### config.mk
export PLATFORM = sky130hd
export DESIGN_NAME = mc_ctrl
export DESIGN_NICKNAME = d
export VERILOG_FILES = /design/src/rtl/mc_ctrl.sv
export SDC_FILE = /design/constraint.sdc
export NUM_CORES = 1
export LEC_CHECK = 0
export CORE_MARGIN = 4
export CORE_UTILIZATION = 40
export DETAILED_ROUTE_END_ITERATION = 8
export PLACE_DENSITY = 0.74
export RECOVER_POWER = 25
export SLEW_MARGIN = 10
export SYNTH_ARGS = -nofsm -noshare
export SYNTH_HDL_FRONTEND = slang
export SYNTH_SLANG_ARGS = --single-unit
### constraint.sdc
create_clock -name clk -period 2.6 [get_ports clk]
set_input_delay 0.52 -clock clk [delete_from_list [all_inputs] [get_ports clk]]
set_output_delay 0.52 -clock clk [all_outputs]
set_load 0.05 [all_outputs]
### src/rtl/mc_ctrl.sv
`default_nettype none
// ============================================================================
// Module   : mc_ctrl
// Brief    : Multi-cycle CPU control unit (IF/ID/EXE/MEM/WB FSM + decode).
// Revision : 1.0
// ============================================================================
module mc_ctrl #(
    parameter logic [5:0] HALT_OP = 6'b111111
) (
    input  logic       clk,
    input  logic       rst,
    input  logic [5:0] op,
    input  logic       zero,
    output logic       PCWre,
    output logic       IRWre,
    output logic       RegWre,
    output logic       mRD,
    output logic       mWR,
    output logic       ALUSrcA,
    output logic       ALUSrcB,
    output logic [2:0] ALUOp,
    output logic [1:0] PCSrc,
    output logic [1:0] RegDst,
    output logic       WrRegDSrc,
    output logic       DBDataSrc,
    output logic       ExtSel,
    output logic [2:0] state
);

    localparam logic [5:0] c_OP_ADD  = 6'b000000;
    localparam logic [5:0] c_OP_SUB  = 6'b000001;
    localparam logic [5:0] c_OP_AND  = 6'b010001;
    localparam logic [5:0] c_OP_OR   = 6'b010010;
    localparam logic [5:0] c_OP_SLT  = 6'b100110;
    localparam logic [5:0] c_OP_SLL  = 6'b011000;
    localparam logic [5:0] c_OP_ADDI = 6'b000010;
    localparam logic [5:0] c_OP_ORI  = 6'b010000;
    localparam logic [5:0] c_OP_SW   = 6'b110000;
    localparam logic [5:0] c_OP_LW   = 6'b110001;
    localparam logic [5:0] c_OP_BEQ  = 6'b110100;
    localparam logic [5:0] c_OP_J    = 6'b111000;
    localparam logic [5:0] c_OP_JAL  = 6'b111010;
    localparam logic [5:0] c_OP_JR   = 6'b111001;

    typedef enum logic [2:0] {
        ST_IF     = 3'b000,
        ST_ID     = 3'b001,
        ST_EXE_LS = 3'b010,
        ST_MEM    = 3'b011,
        ST_WB_LD  = 3'b100,
        ST_EXE_BR = 3'b101,
        ST_EXE_AL = 3'b110,
        ST_WB_AL  = 3'b111
    } state_t;

    state_t     r_state;
    logic       r_halt;

    logic       w_is_halt;
    logic       w_is_jump;
    logic       w_is_jal;
    logic       w_is_jr;
    logic       w_is_beq;
    logic       w_is_lw;
    logic       w_is_sw;
    logic       w_is_itype;
    logic [2:0] w_aluop;

    assign w_is_halt  = (op == HALT_OP);
    assign w_is_jal   = (op == c_OP_JAL);
    assign w_is_jr    = (op == c_OP_JR);
    assign w_is_jump  = (op == c_OP_J) || w_is_jal || w_is_jr;
    assign w_is_beq   = (op == c_OP_BEQ);
    assign w_is_lw    = (op == c_OP_LW);
    assign w_is_sw    = (op == c_OP_SW);
    assign w_is_itype = (op == c_OP_ADDI) || (op == c_OP_ORI);

    // Unlisted opcodes fall through to add.
    always_comb begin
        w_aluop = 3'b000;
        case (op)
            c_OP_ADD, c_OP_ADDI, c_OP_LW, c_OP_SW: w_aluop = 3'b000;
            c_OP_SUB, c_OP_BEQ:                    w_aluop = 3'b001;
            c_OP_AND:                              w_aluop = 3'b010;
            c_OP_OR, c_OP_ORI:                     w_aluop = 3'b011;
            c_OP_SLT:                              w_aluop = 3'b100;
            c_OP_SLL:                              w_aluop = 3'b101;
            default:                               w_aluop = 3'b000;
        endcase
    end

    // HALT keeps the ID encoding; r_halt marks it and freezes the FSM.
    always_ff @(posedge clk) begin
        if (rst) begin
            r_state <= ST_IF;
            r_halt  <= 1'b0;
        end else if (!r_halt) begin
            case (r_state)
                ST_IF: r_state <= ST_ID;
                ST_ID: begin
                    if (w_is_halt)                r_halt  <= 1'b1;
                    else if (w_is_jump)           r_state <= ST_IF;
                    else if (w_is_beq)            r_state <= ST_EXE_BR;
                    else if (w_is_lw || w_is_sw)  r_state <= ST_EXE_LS;
                    else                          r_state <= ST_EXE_AL;
                end
                ST_EXE_AL: r_state <= ST_WB_AL;
                ST_EXE_BR: r_state <= ST_IF;
                ST_EXE_LS: r_state <= ST_MEM;
                ST_MEM:    r_state <= w_is_lw ? ST_WB_LD : ST_IF;
                ST_WB_AL:  r_state <= ST_IF;
                ST_WB_LD:  r_state <= ST_IF;
                default:   r_state <= ST_IF;
            endcase
        end
    end

    always_comb begin
        PCWre     = 1'b0;
        IRWre     = 1'b0;
        RegWre    = 1'b0;
        mRD       = 1'b0;
        mWR       = 1'b0;
        ALUSrcA   = 1'b0;
        ALUSrcB   = 1'b0;
        ALUOp     = 3'b000;
        PCSrc     = 2'b00;
        RegDst    = 2'b00;
        WrRegDSrc = 1'b0;
        DBDataSrc = 1'b0;
        ExtSel    = 1'b0;
        if (!rst) begin
            if (r_state != ST_IF) begin
                ALUOp   = w_aluop;
                ALUSrcA = (op == c_OP_SLL);
                ALUSrcB = w_is_itype || w_is_lw || w_is_sw;
                ExtSel  = (op != c_OP_ORI);
            end
            case (r_state)
                ST_IF: IRWre = 1'b1;
                ST_ID: begin
                    if (!r_halt && w_is_jump) begin
                        PCWre  = 1'b1;
                        PCSrc  = w_is_jr ? 2'b10 : 2'b11;
                        RegWre = w_is_jal;
                    end
                end
                ST_EXE_BR: begin
                    ALUOp = 3'b001;
                    PCWre = 1'b1;
                    PCSrc = zero ? 2'b01 : 2'b00;
                end
                ST_MEM: begin
                    if (w_is_sw) begin
                        mWR   = 1'b1;
                        PCWre = 1'b1;
                    end else if (w_is_lw) begin
                        mRD   = 1'b1;
                    end
                end
                ST_WB_AL: begin
                    PCWre     = 1'b1;
                    RegWre    = 1'b1;
                    WrRegDSrc = 1'b1;
                    RegDst    = w_is_itype ? 2'b01 : 2'b10;
                end
                ST_WB_LD: begin
                    PCWre     = 1'b1;
                    RegWre    = 1'b1;
                    WrRegDSrc = 1'b1;
                    DBDataSrc = 1'b1;
                    RegDst    = 2'b01;
                end
                default: ;
            endcase
        end
    end

    assign state = r_state;

endmodule
`default_nettype wire

==> results.yml, run 1 <==
layout:
  n_antenna_cell: 0
  synthToLayoutAreaGrowth_pct: 113.4
  final_layout_size_suffix_gt1_frac: 0.5175
  nets: 154
  multi_input_area_sq_um: 641.9
  nFillCells: 58
  register_area_sq_um: 83.83
cts:
  cts_tree: "yes"
  cts_buffers: 3
  htree_levels: 1
  cts.path.max_buffers: 2
  clk_latency_ns: 0.25
  clk_pin_slew_ns: 0.05
  cts.sinks: 4
  ctsHoldBuffers: 0
  root_buffer: "clkbuf_4"
logic_synthesis:
  syn_nets: 103
  ys_seq_elements: 4
  yosysUniqueCellTypes: 43
  synth-edff-count: 0
  synth_flop_cell: "dfxtp_1"
  synthArstFlopShare: 0
  syn_inst: 94
  seq_area_frac_synth: 0.1212
  avgSynthCellArea_sq_um: 7.028
  synth_warnings: 0
  syn-cell-area_sq_um: 660.6
routing:
  drt_first_pass_iters: 4
  postRouteAntennaNets: 0
  routed_wire_length_per_instance_microns: 19.12
  drt_iter0_markers: 76
  drc: 0
  vias_per_cell: 6.396
  num_vias: 1017
  routed_wl_microns: 3040
run:
  max_cap_viol_count: 0
timing:
  fin_skew_ns: 0.008250
  fmax_mhz: 391.2
  setup_ws_ns: 0.04352
  fin_crit_ns: 2.556
  final_max_slew_viol_count: 0
  setup_viol: 0
  slew_headroom: 0.4502
  fin_crit_sh: 0.9833
  hold_viol: 0
  worst_pin_slew_ns: 0.8230
critical_path:
  cp_max_fo: 2
  critical_path_class: "in -> out"
  worstSetupEndpointType: "primary output"
  critical_path_arrival_ns: 2.04
  ff2ff_path_depth: 4
  required_ns: 2.08
  cp-start-kind: "input pin"
  crit_path_top_delay_cell: "or4b_4"
  slowest_delay_ns: 0.53
  cp_cell_sequence: "dlygate4sd2_1 > or4b_4 > o311a_1 > a21oi_2 > buf_12"
placed_design:
  dp_slack_ns: -0.2277
  gp_congestion: 0.8885
  io_buffers: 28
  hpwl_microns: 2163
grt:
  first_global_vias: 983
  grt_pass1_wl_microns: 5030
  antenna_found_initial: 0
  grt_max_degree: 13
  grt.overflow.total: 0
  gr-usage-all-layers: 0.2632
pwr:
  irDropWorstVdd_mv: 0.3151
  cellPowerDensity_nw_per_um2: 295.4
  p_leak_uw: 0.0005666
  power_uw: 416.5
floorplan:
  start_util: 0.4286
  core_sq_um: 1541
  die_height_microns: 48.64
  core.rowCount: 14
  dieArea_sq_um: 2366
  die_w_microns: 48.64
  pin_count: 29
hold_path:
  hold_path.class: "reg -> reg"
  min_path_cells: 1
outcome:
  status: "finished, final reports clean"
[sequential cells by signal, summed over array words and instances, names as in the netlist]
name / flops
r_halt: 1
state: 3
[final cells by class]
class / instances / share of cell area
Clock buffer: 3 / 0.01597
Timing Repair Buffer: 54 / 0.4419
Multi-Input combinational cell: 77 / 0.4552
Inverter: 5 / 0.01331
Sequential cell: 4 / 0.05945
Tap cell: 16 / 0.01420
[per-layer routing]
metal	global-route usage	part of all wire	vias up
met5	0	0	-
met4	0.1121	0.040	0
met3	0.04294	0.074	13
met2	0.4457	0.51	75
met1	0.3235	0.38	476
li1	-	-	453
[worst paths after layout]
| kind | startpoint | end | slack, ns |
|---|---|---|---|
| max | op[1] | ALUOp[0] | 0.04 |
| min | r_halt | state[0] | 0.58 |
| min reg2reg | r_halt | state[0] | 0.58 |
| max reg2reg | state[1] | state[2] | 0.94 |
[report_power, final]
part	internal, uW	leakage [uW]	switching, uW
Sequential	67.3	0.0000335	7.39
Combinational	105	0.000519	150
Clock	52.3	0.0000138	34.8
Total	225	0.000567	192
[cells in the mapped netlist (3+ instances only)]
| cell type | instances | area (sq um) |
|---|---|---|
| nor3b_1 | 4 | 30.03 |
| a21oi_1 | 3 | 15.01 |
| or4b_1 | 3 | 30.03 |
| nor4_1 | 4 | 25.02 |
| nor2_1 | 7 | 26.28 |
| buf_2 | 3 | 15.01 |
| dfxtp_1 | 4 | 80.08 |
| nor3_1 | 7 | 35.03 |
| inv_1 | 5 | 18.77 |
| nand2_1 | 8 | 30.03 |
| nand2b_1 | 6 | 37.54 |
| nand3_1 | 3 | 15.01 |
| clkbuf_1 | 3 | 11.26 |
[cells by family (layout without fill, tap and decap cells)]
kind of cell,Yosys count,after routing,synth area share
flops,4,4,0.1212
simple gates,51,51,0.4621
compound gates,24,24,0.2993
xor+xnor,2,2,0.02652
buf+inv,13,62,0.09090
[critical path: cells and delay by family]
kind	cells	cell delay (ns)
AOI/OAI and AO/OA	2	0.59
buffers and inverters	2	0.40
and+or+nand+nor	1	0.53
[timing repair]
| action | in CTS | in global routing |
|---|---|---|
| pin swaps | 5 | 3 |
| setup endpoints to repair | 11 | 4 |
| resized for setup | 11 | 10 |
| setup buffers | 2 | 2 |
[stage by stage]
| step | cells | hold slack (ns) | instance area (sq um) | setup TNS, ns | util |
|---|---|---|---|---|---|
| global placement | 153 | 0.5162 | 1360 | -0.7513 | 0.8823 |
| detailed placement | 153 | 0.5454 | 1360 | -1.219 | 0.8823 |
| CTS | 158 | 0.5590 | 1409 | 0 | 0.9140 |
| global route | 159 | 0.5923 | 1410 | -0.006391 | 0.9148 |
| floorplan | 94 | 0.4748 | 758.2 | -0.1869 | - |
| finish | 159 | 0.5810 | 1410 | 0 | 0.9148 |
[cells in the final DEF, fill, tap and decap left out, types with 2 or more instances in the layout]
| cell type | synthesis | layout |
|---|---|---|
| inv_1 | 5 | 5 |
| o22ai_1 | 2 | 2 |
| a31oi_1 | 2 | 2 |
| nor4_4 | 0 | 2 |
| a2bb2oi_1 | 2 | 2 |
| buf_4 | 0 | 26 |
| nand3_1 | 3 | 3 |
| buf_12 | 0 | 17 |
| nor3_1 | 7 | 4 |
| nor2_1 | 7 | 6 |
| nand2b_1 | 6 | 5 |
| nor3b_2 | 0 | 2 |
| dlygate4sd2_1 | 0 | 2 |
| nand2b_4 | 1 | 2 |
| dfxtp_1 | 4 | 3 |
| nor3_2 | 0 | 2 |
| clkdlybuf4s50_1 | 0 | 3 |
| nand2_1 | 8 | 8 |
| a21oi_1 | 3 | 2 |
| nor3b_1 | 4 | 2 |
| dlygate4sd3_1 | 0 | 2 |
| clkbuf_4 | 0 | 3 |
| o21ai_0 | 2 | 2 |
| or4b_4 | 0 | 2 |
| clkbuf_2 | 0 | 4 |
(Power assumes the default switching activity.)
==> inputs of run 2 (changes only) <==
--- a/config.mk
+++ b/config.mk
@@ -5,10 +5,12 @@
 export SDC_FILE = /design/constraint.sdc
 export NUM_CORES = 1
 export LEC_CHECK = 0
+export CELL_PAD_IN_SITES_DETAIL_PLACEMENT = 0
+export CELL_PAD_IN_SITES_GLOBAL_PLACEMENT = 1
 export CORE_MARGIN = 4
-export CORE_UTILIZATION = 40
+export CORE_UTILIZATION = 30
 export DETAILED_ROUTE_END_ITERATION = 8
-export PLACE_DENSITY = 0.74
+export PLACE_DENSITY = 0.8
 export RECOVER_POWER = 25
 export SLEW_MARGIN = 10
 export SYNTH_ARGS = -nofsm -noshare
==> run 2 against run 1 <==
Flip-flop and latch count unchanged; design area decreased by 1.8%; clock power decreased by 11%; count of clock-buffer cells in the layout unchanged; register-to-register slack improved by 0.02 ns; routed wire length decreased by 21%; worst setup slack improved by 0.021 ns; combinational power decreased by 7.8%; cell count increased by 3.8%; first-iteration DRC count decreased by 75%; die area increased by 28%; core utilization decreased by 23 points.
==> results.yml, run 2 (same netlist as run 1, synthesis figures left out) <==
grt:
  grt_max_degree: 13
  first_global_vias: 821
  antenna_found_initial: 0
  grt_pass1_wl_microns: 3877
  gr-usage-all-layers: 0.1765
  grt.overflow.total: 0
timing:
  fin_crit_sh: 0.9752
  worst_pin_slew_ns: 0.7905
  hold_viol: 0
  setup_viol: 0
  final_max_slew_viol_count: 0
  fin_crit_ns: 2.535
  setup_tns_ns: 0
  fmax_mhz: 394.4
  rsz0062_at_grt: "false"
  whs_ns: 0.5322
  fin_skew_ns: 0.006491
  slew_headroom: 0.4719
layout:
  nets: 149
  finalInstanceArea_sq_um: 1385
  final_layout_size_suffix_gt1_frac: 0.4420
  n_antenna_cell: 0
  mostFrequentLayoutCell: "buf_4"
  final_cell_mix: "buf_4 (20), buf_12 (17), nand2_1 (8), nor2_1 (6)"
  largest_reg_flops: 3
  synthToLayoutAreaGrowth_pct: 109.7
floorplan:
  start_util: 0.3267
  core.rowCount: 16
  die_w_microns: 54.93
  die_height_microns: 54.93
  core_sq_um: 2022
  dieArea_sq_um: 3017
  pin_count: 29
routing:
  num_vias: 893
  routed_wire_length_per_instance_microns: 14.56
  routed_wl_microns: 2402
  drc: 0
  postRouteAntennaNets: 0
  drt_iter0_markers: 19
  vias_per_cell: 5.412
  drt_first_pass_iters: 4
outcome:
  status: "finished, final reports clean"
critical_path:
  cp_max_fo: 3
  worstSetupEndpointType: "primary output"
  required_ns: 2.08
  critical_path_arrival_ns: 2.02
  cp-start-kind: "input pin"
  critical_path_class: "in -> out"
cts:
  post-cts-setup-buffers: 0
  root_buffer: "clkbuf_4"
  cts_buffers: 3
  cts_tree: "yes"
  clk_pin_slew_ns: 0.04
  cts.path.max_buffers: 2
  cts.sinks: 4
  clk_latency_ns: 0.24
  htree_levels: 1
pwr:
  irDropWorstVdd_mv: 0.4089
  cellPowerDensity_nw_per_um2: 279.5
  p_leak_uw: 0.0005338
placed_design:
  hpwl_microns: 1982
  gp_congestion: 0.8386
  dpl_cell_area_sq_um: 1359
  io_buffers: 28
run:
  max_cap_viol_count: 0
hold_path:
  hold_path.class: "reg -> reg"
==> run 2: path summary, 6_finish.rpt <==
| check | from | endpoint | slack (ns) | cells after the start |
|---|---|---|---|---|
| setup / recovery | rst | RegDst[0] | 0.06 | 5 |
| hold / removal | r_halt | state[0] | 0.53 | 1 |
| setup reg to reg | state[1] | state[2] | 0.96 | 4 |
| hold reg to reg | r_halt | state[0] | 0.53 | 1 |
==> run 2: layout make-up <==
| class | count | area [sq um] |
|---|---|---|
| fill | 173 | 636.9 |
| timing repair buffer | 49 | 598.1 |
| clock buffer | 3 | 22.52 |
| sequential | 4 | 80.08 |
| inverter | 5 | 18.77 |
| tap | 27 | 33.78 |
| multi-input combinational | 77 | 631.9 |
==> run 2: worst max-delay path, cell delays in order <==
cell and delay, ns:
clkdlybuf4s50_1 0.45, nand2b_1 0.18, or3b_2 0.57, nor2_4 0.16
buf_12 0.14
==> run 2: stage by stage <==
| step | power, uW | setup slack, ns | std cells | utilization |
|---|---|---|---|---|
| 4_1_cts | 391.4 | 0.02709 | 165 | 0.6869 |
| 3_5_place_dp | 313.1 | -0.1984 | 162 | 0.6720 |
| 6_report | 387.1 | 0.06456 | 165 | 0.6850 |
| 2_1_floorplan | 215.2 | -0.1210 | 94 | - |
| 3_3_place_gp | 312.0 | -0.1633 | 162 | 0.6720 |
| 5_1_grt | 414.6 | 0.01171 | 165 | 0.6850 |
==> run 2: power breakdown <==
group / total [uW] / switching [uW] / internal, uW / leakage, uW
Clock: 77.2 / 25.6 / 51.6 / 0.0000138
Combinational: 235 / 137 / 97.9 / 0.000487
Sequential: 74.6 / 7.81 / 66.8 / 0.0000328
Total: 387 / 171 / 216 / 0.000534
==> run 2: metal layers <==
metal,track usage,wire length (microns)
met2,0.2933,1191
met5,0,0
met4,0.01215,0
met3,0.03485,99
met1,0.2452,1111
==> run 2: timing repair <==
item	in CTS	in global routing
setup endpoints to repair	11	1
gates resized for setup	10	0
hold buffers	0	0
pin swaps	5	1
endpoints found under the hold margin	0	0
==> edit 1, RTL diff (settings of run 2) <==
Add an input register stage for `op` and `zero`; this delays them by one clock.
--- a/src/rtl/mc_ctrl.sv
+++ b/src/rtl/mc_ctrl.sv
@@ -53,6 +53,14 @@
         ST_WB_AL  = 3'b111
     } state_t;
 
+    logic [5:0] op_q;
+    logic zero_q;
+
+    always_ff @(posedge clk) begin
+        op_q   <= op;
+        zero_q <= zero;
+    end
+
     state_t     r_state;
     logic       r_halt;
 
@@ -66,19 +74,19 @@
     logic       w_is_itype;
     logic [2:0] w_aluop;
 
-    assign w_is_halt  = (op == HALT_OP);
-    assign w_is_jal   = (op == c_OP_JAL);
-    assign w_is_jr    = (op == c_OP_JR);
-    assign w_is_jump  = (op == c_OP_J) || w_is_jal || w_is_jr;
-    assign w_is_beq   = (op == c_OP_BEQ);
-    assign w_is_lw    = (op == c_OP_LW);
-    assign w_is_sw    = (op == c_OP_SW);
-    assign w_is_itype = (op == c_OP_ADDI) || (op == c_OP_ORI);
+    assign w_is_halt  = (op_q == HALT_OP);
+    assign w_is_jal   = (op_q == c_OP_JAL);
+    assign w_is_jr    = (op_q == c_OP_JR);
+    assign w_is_jump  = (op_q == c_OP_J) || w_is_jal || w_is_jr;
+    assign w_is_beq   = (op_q == c_OP_BEQ);
+    assign w_is_lw    = (op_q == c_OP_LW);
+    assign w_is_sw    = (op_q == c_OP_SW);
+    assign w_is_itype = (op_q == c_OP_ADDI) || (op_q == c_OP_ORI);
 
     // Unlisted opcodes fall through to add.
     always_comb begin
         w_aluop = 3'b000;
-        case (op)
+        case (op_q)
             c_OP_ADD, c_OP_ADDI, c_OP_LW, c_OP_SW: w_aluop = 3'b000;
             c_OP_SUB, c_OP_BEQ:                    w_aluop = 3'b001;
             c_OP_AND:                              w_aluop = 3'b010;
@@ -132,9 +140,9 @@
         if (!rst) begin
             if (r_state != ST_IF) begin
                 ALUOp   = w_aluop;
-                ALUSrcA = (op == c_OP_SLL);
+                ALUSrcA = (op_q == c_OP_SLL);
                 ALUSrcB = w_is_itype || w_is_lw || w_is_sw;
-                ExtSel  = (op != c_OP_ORI);
+                ExtSel  = (op_q != c_OP_ORI);
             end
             case (r_state)
                 ST_IF: IRWre = 1'b1;
@@ -148,7 +156,7 @@
                 ST_EXE_BR: begin
                     ALUOp = 3'b001;
                     PCWre = 1'b1;
-                    PCSrc = zero ? 2'b01 : 2'b00;
+                    PCSrc = zero_q ? 2'b01 : 2'b00;
                 end
                 ST_MEM: begin
                     if (w_is_sw) begin
Behaviour: not the same (Yosys sat finds a counterexample within 4 cycles, from zero or initial values and one cycle with rst high).
==> edit 1 against run 2 <==
First-iteration DRC count is 53% higher; critical path depth stayed put; combinational power down 25%; final area decreased by 3.6%; clock skew decreased by 0.0026 ns; power is 28% higher; area after synthesis is 21% higher; largest cell class unchanged; wire length is 10% lower; register-to-register slack gained 0.09 ns; worst setup slack better by 0.055 ns; synthesized cell count increased by 9.6%; count of clock-buffer cells in the layout up 1; via count fell by 3.4%; sequential cell count increased by 7.
==> edit 1: results (changes against run 2) <==
| Metric | Value |
|---|---|
| Outcome | finished, final reports clean |
| Final Wtd Congestion | 0.832 (-0.79%) |
| NetSw | 0.174 mW (+1.9%) |
| Fraction of layout cells with a size suffix above 1 | 31.8% (-12 points) |
| Synth top cells by count | dfxtp_1 (11), nor2_1 (10), nand2_1 (7), nor3_1 (7), nand2b_1 (6) |
| Largest net degree at the start of global routing | 15 (+2) |
| Critical Path Start | op_q[2] |
| Dominant cells by area after synthesis | dfxtp_1 (27%), nand2b_1 (4.7%), nor2_1 (4.7%) |
| Post-synthesis compound-gate area fraction | 22.8% (-7.1 points) |
| Final net count | 139 (-6.7%) |
| Max layer used | met4 |
| Met1 usage | 17.0% (-7.5 points) |
| Worst Skew | 0.00386 ns (-0.00263 ns) |
| Crit Path Max Fanout | 9 (+6) |
| Reg2reg end | state[0] |
| DR WL met2 | 1040 µm (-13%) |
| DP Cell Count | 155 (-4.3%) |
| Post-Synth XOR/XNOR Area | 1.09% (-1.6 points) |
| Hpwl dp | 1740 µm (-12%) |
| FF-to-FF setup slack | 1.05 ns (+0.09 ns) |
| First-pass GRT wire length | 3570 µm (-8.0%) |
| GRT met3 Usage | 2.38% (-1.1 points) |
| Post-synthesis cell type count | 40 (-7.0%) |
| CP max stage delay | 0.51 ns (-0.06 ns) |
| Vias in the first global route | 814 (-0.85%) |
| Worst r2r src | state[0] |
| M1 WL | 954 µm (-14%) |
| Clk Latency, worst-skew pair | 0.26 ns (+0.02 ns) |
| Leakage | 0.488 nW (-8.6%) |
-- edit 1: cell types whose count changed after synthesis, sizes merged, moves of 2 or more --
cell           run 2  this run
and4               0         2
dfxtp              4        11
or2                3         1
or4b               3         1
a221oi             2         0
nor2b              1         3
a31oi              2         4
nor2               7        10
a21oi              3         5
-- edit 1: power groups by stage --
stage,registers (mW),clock network [mW],logic [mW]
floorplan,0.208,0,0.113
global placement,0.211,0,0.178
detailed placement,0.211,0,0.180
CTS,0.207,0.113,0.180
global route,0.212,0.119,0.188
finish,0.209,0.108,0.177
-- edit 1: final cells by class --
type	count	share of cell area (%)
flip-flops and latches	11	16.8
repair buffers	30	34.9
inverters	5	1.41
multi-input cells	79	42.2
clock buffers	4	1.97
well taps	30	2.81
-- edit 1: worst min path at each step --
stage	cells after the start	to
final	2	r_halt
after global routing	2	r_halt
after CTS	2	r_halt
after floorplan	2	r_halt
after global placement	2	r_halt
after detailed placement	2	r_halt
-- edit 1: worst register-to-register path, stage by stage (launching register included) --
cell,delay [ns]
dfxtp_1,0.51
nor3b_2,0.31
a21boi_2,0.26
a41oi_1,0.16
a211oi_1,0.24
-- edit 1: metrics by stage --
step / setup TNS, ns / total power, mW / setup WS, ns / hold WS [ns] / util, %
2_1_floorplan: -0.996 / 0.321 / -0.217 / 0.486 / -
3_3_place_gp: 0 / 0.389 / 0.141 / 0.519 / 51.6
3_5_place_dp: 0 / 0.391 / 0.124 / 0.540 / 51.6
4_1_cts: 0 / 0.500 / 0.0636 / 0.555 / 52.7
5_1_grt: 0 / 0.519 / 0.00432 / 0.588 / 52.9
6_report: 0 / 0.494 / 0.119 / 0.548 / 52.9
-- edit 1: what timing repair did --
item | CTS | global route
gates resized for setup | 0 | 4
hold buffers | 0 | 0
setup endpoints to repair | 0 | 2
==> edit 2, RTL diff (config.mk and constraints of run 2) <==
Made on the original files. Make the reset (`rst`) asynchronous in one clocked block.
--- a/src/rtl/mc_ctrl.sv
+++ b/src/rtl/mc_ctrl.sv
@@ -90,7 +90,7 @@
     end
 
     // HALT keeps the ID encoding; r_halt marks it and freezes the FSM.
-    always_ff @(posedge clk) begin
+    always_ff @(posedge clk or posedge rst) begin
         if (rst) begin
             r_state <= ST_IF;
             r_halt  <= 1'b0;
Check against the original RTL: differs if rst is asserted again (counterexample within 4 cycles, from zero or initial values and one cycle with rst high); with rst held inactive, the same outputs for 10 cycles.
==> edit 2 against run 2 <==
Via count increased by 6.7%; sequential share of layout area increased by 1.2 points; final area rose by 3.4%; area after synthesis is 1.3% higher; wire length increased by 12%; sequential cell count unchanged; worst setup slack improved by 0.010 ns.
Power is not compared: it rests on default switching activity, and its combinational part moved more than twofold at a synthesized area within 25%.
==> edit 2: results (changes against run 2) <==
| Metric | Value |
|---|---|
| Outcome | finished, final reports clean |
| Peak VDD IR | roughly 0.00065 V |
| Worst Skew | 0.00548 ns (-0.00101 ns) |
| Hold Crit Class | reg -> reg |
| Vias in the first global route | 981 (+19%) |
| Clock Tree Buf Depth | 2 (unchanged) |
| DR DRC count | 0 (unchanged) |
| Worst r2r src | state[0] |
| Initial antenna violation count | 0 (unchanged) |
| Pre-Repair DR Iteration Count | 4 (unchanged) |
| Final wirelength | 2680 µm (+12%) |
| Clk Latency, worst-skew pair | 0.23 ns |
| Final net count | 161 (+8.1%) |
| First-pass GRT wire length | 4550 µm (+17%) |
| Input/output buffers | 28 (unchanged) |
| Total CTS buffers | 3 (unchanged) |
| Hold slack | 0.608 ns (+0.0759 ns) |
| Via density | 5.38 (-0.52%) |
| Post-synthesis cell type count | 43 (unchanged) |
| Seq power | about 0.12 mW |
| CP max stage cell | or2_2 |
| FF-to-FF setup slack | 0.98 ns (+0.02 ns) |
| Root Driver | clkbuf_4 |
| Post-synthesis sequential area ratio | 15.0% (+2.8 points) |
| Dominant cells by area after synthesis | dfrtp_1 (15%), nor2_1 (5.6%), nor3_1 (4.5%) |
| Largest net degree at the start of global routing | 18 (+5) |
| CP max stage delay | 0.37 ns (-0.20 ns) |
| Hpwl dp | 2200 µm (+11%) |
| Fraction of layout cells with a size suffix above 1 | 46.7% (+2.5 points) |
| Net Count, Synth | 107 (+3.9%) |
| Post-synth ARST share | 100% (+100 points) |
| Arrival time worst endpoint | 2.00 ns (-0.02 ns) |
| Crit Path Max Fanout | 5 (+2) |
| Final Wtd Congestion | 0.865 (+3.2%) |
| Critical Path Start | op[2] |
| Gr usage total | 17.8% (+0.17 points) |
| 1st-iter DRT viols | 15 (-4) |
| Max_slew headroom | 62.8% (+16 points) |
| # fillers | 160 (-7.5%) |
| Yosys warns | 0 (unchanged) |
| Synth top cells by count | nor2_1 (10), nand2_1 (8), inv_1 (7), nor3_1 (6) |
| Hold path start | r_halt |
-- edit 2: logic make-up after synthesis --
| family | share of synthesized area, % |
|---|---|
| simple gates | 45.2 |
| buf+inv | 9.53 |
| flops | 15.0 |
| compound gates | 27.5 |
| mux | 1.50 |
| xor+xnor | 1.31 |
-- edit 2: path summary, 6_finish.rpt --
path	to	depth (start not counted)
min	r_halt	2
min reg2reg	r_halt	2
min in group asynchronous	state[0]	3
max in group asynchronous	state[1]	3
max	mRD	6
max reg2reg	state[1]	5
-- edit 2: metal layers --
| layer | routed length, µm | GRT usage, % | part of all wire [%] |
|---|---|---|---|
| met1 | 1150 | 22.1 | 43 |
| met2 | 1350 | 31.3 | 50 |
| met3 | 117 | 2.10 | 4.4 |
| met4 | 57 | 6.60 | 2.1 |
| met5 | 0 | 0 | 0 |
-- edit 2: what timing repair did --
item,CTS,global route
resized for setup,11,5
setup endpoints to repair,11,2
pin swaps,3,4
hold buffers,0,0
buffers inserted,0,0
-- edit 2: critical path: cells and delay by family --
| family | cells | cell delay, ns |
|---|---|---|
| and+or+nand+nor | 4 | 1.08 |
| buffers and inverters | 2 | 0.41 |
-- edit 2: cell type report --
class	count	area [µm²]	area share, %
repair buffers	57	639	44.6
multi-input cells	79	611	42.6
flip-flops and latches	4	100	6.99
well taps	27	33.8	2.36
inverters	7	26.3	1.83
clock buffers	3	22.5	1.57
-- edit 2: through the flow --
stage	area, µm²	setup slack [ns]	setup TNS, ns	std cells
final	1430	0.0750	0	177
after global routing	1430	0.0181	0	177
after CTS	1440	0.0145	0	177
after detailed placement	1400	-0.262	-1.06	174
after global placement	1400	-0.212	-0.624	174
after floorplan	746	-0.188	-0.444	98
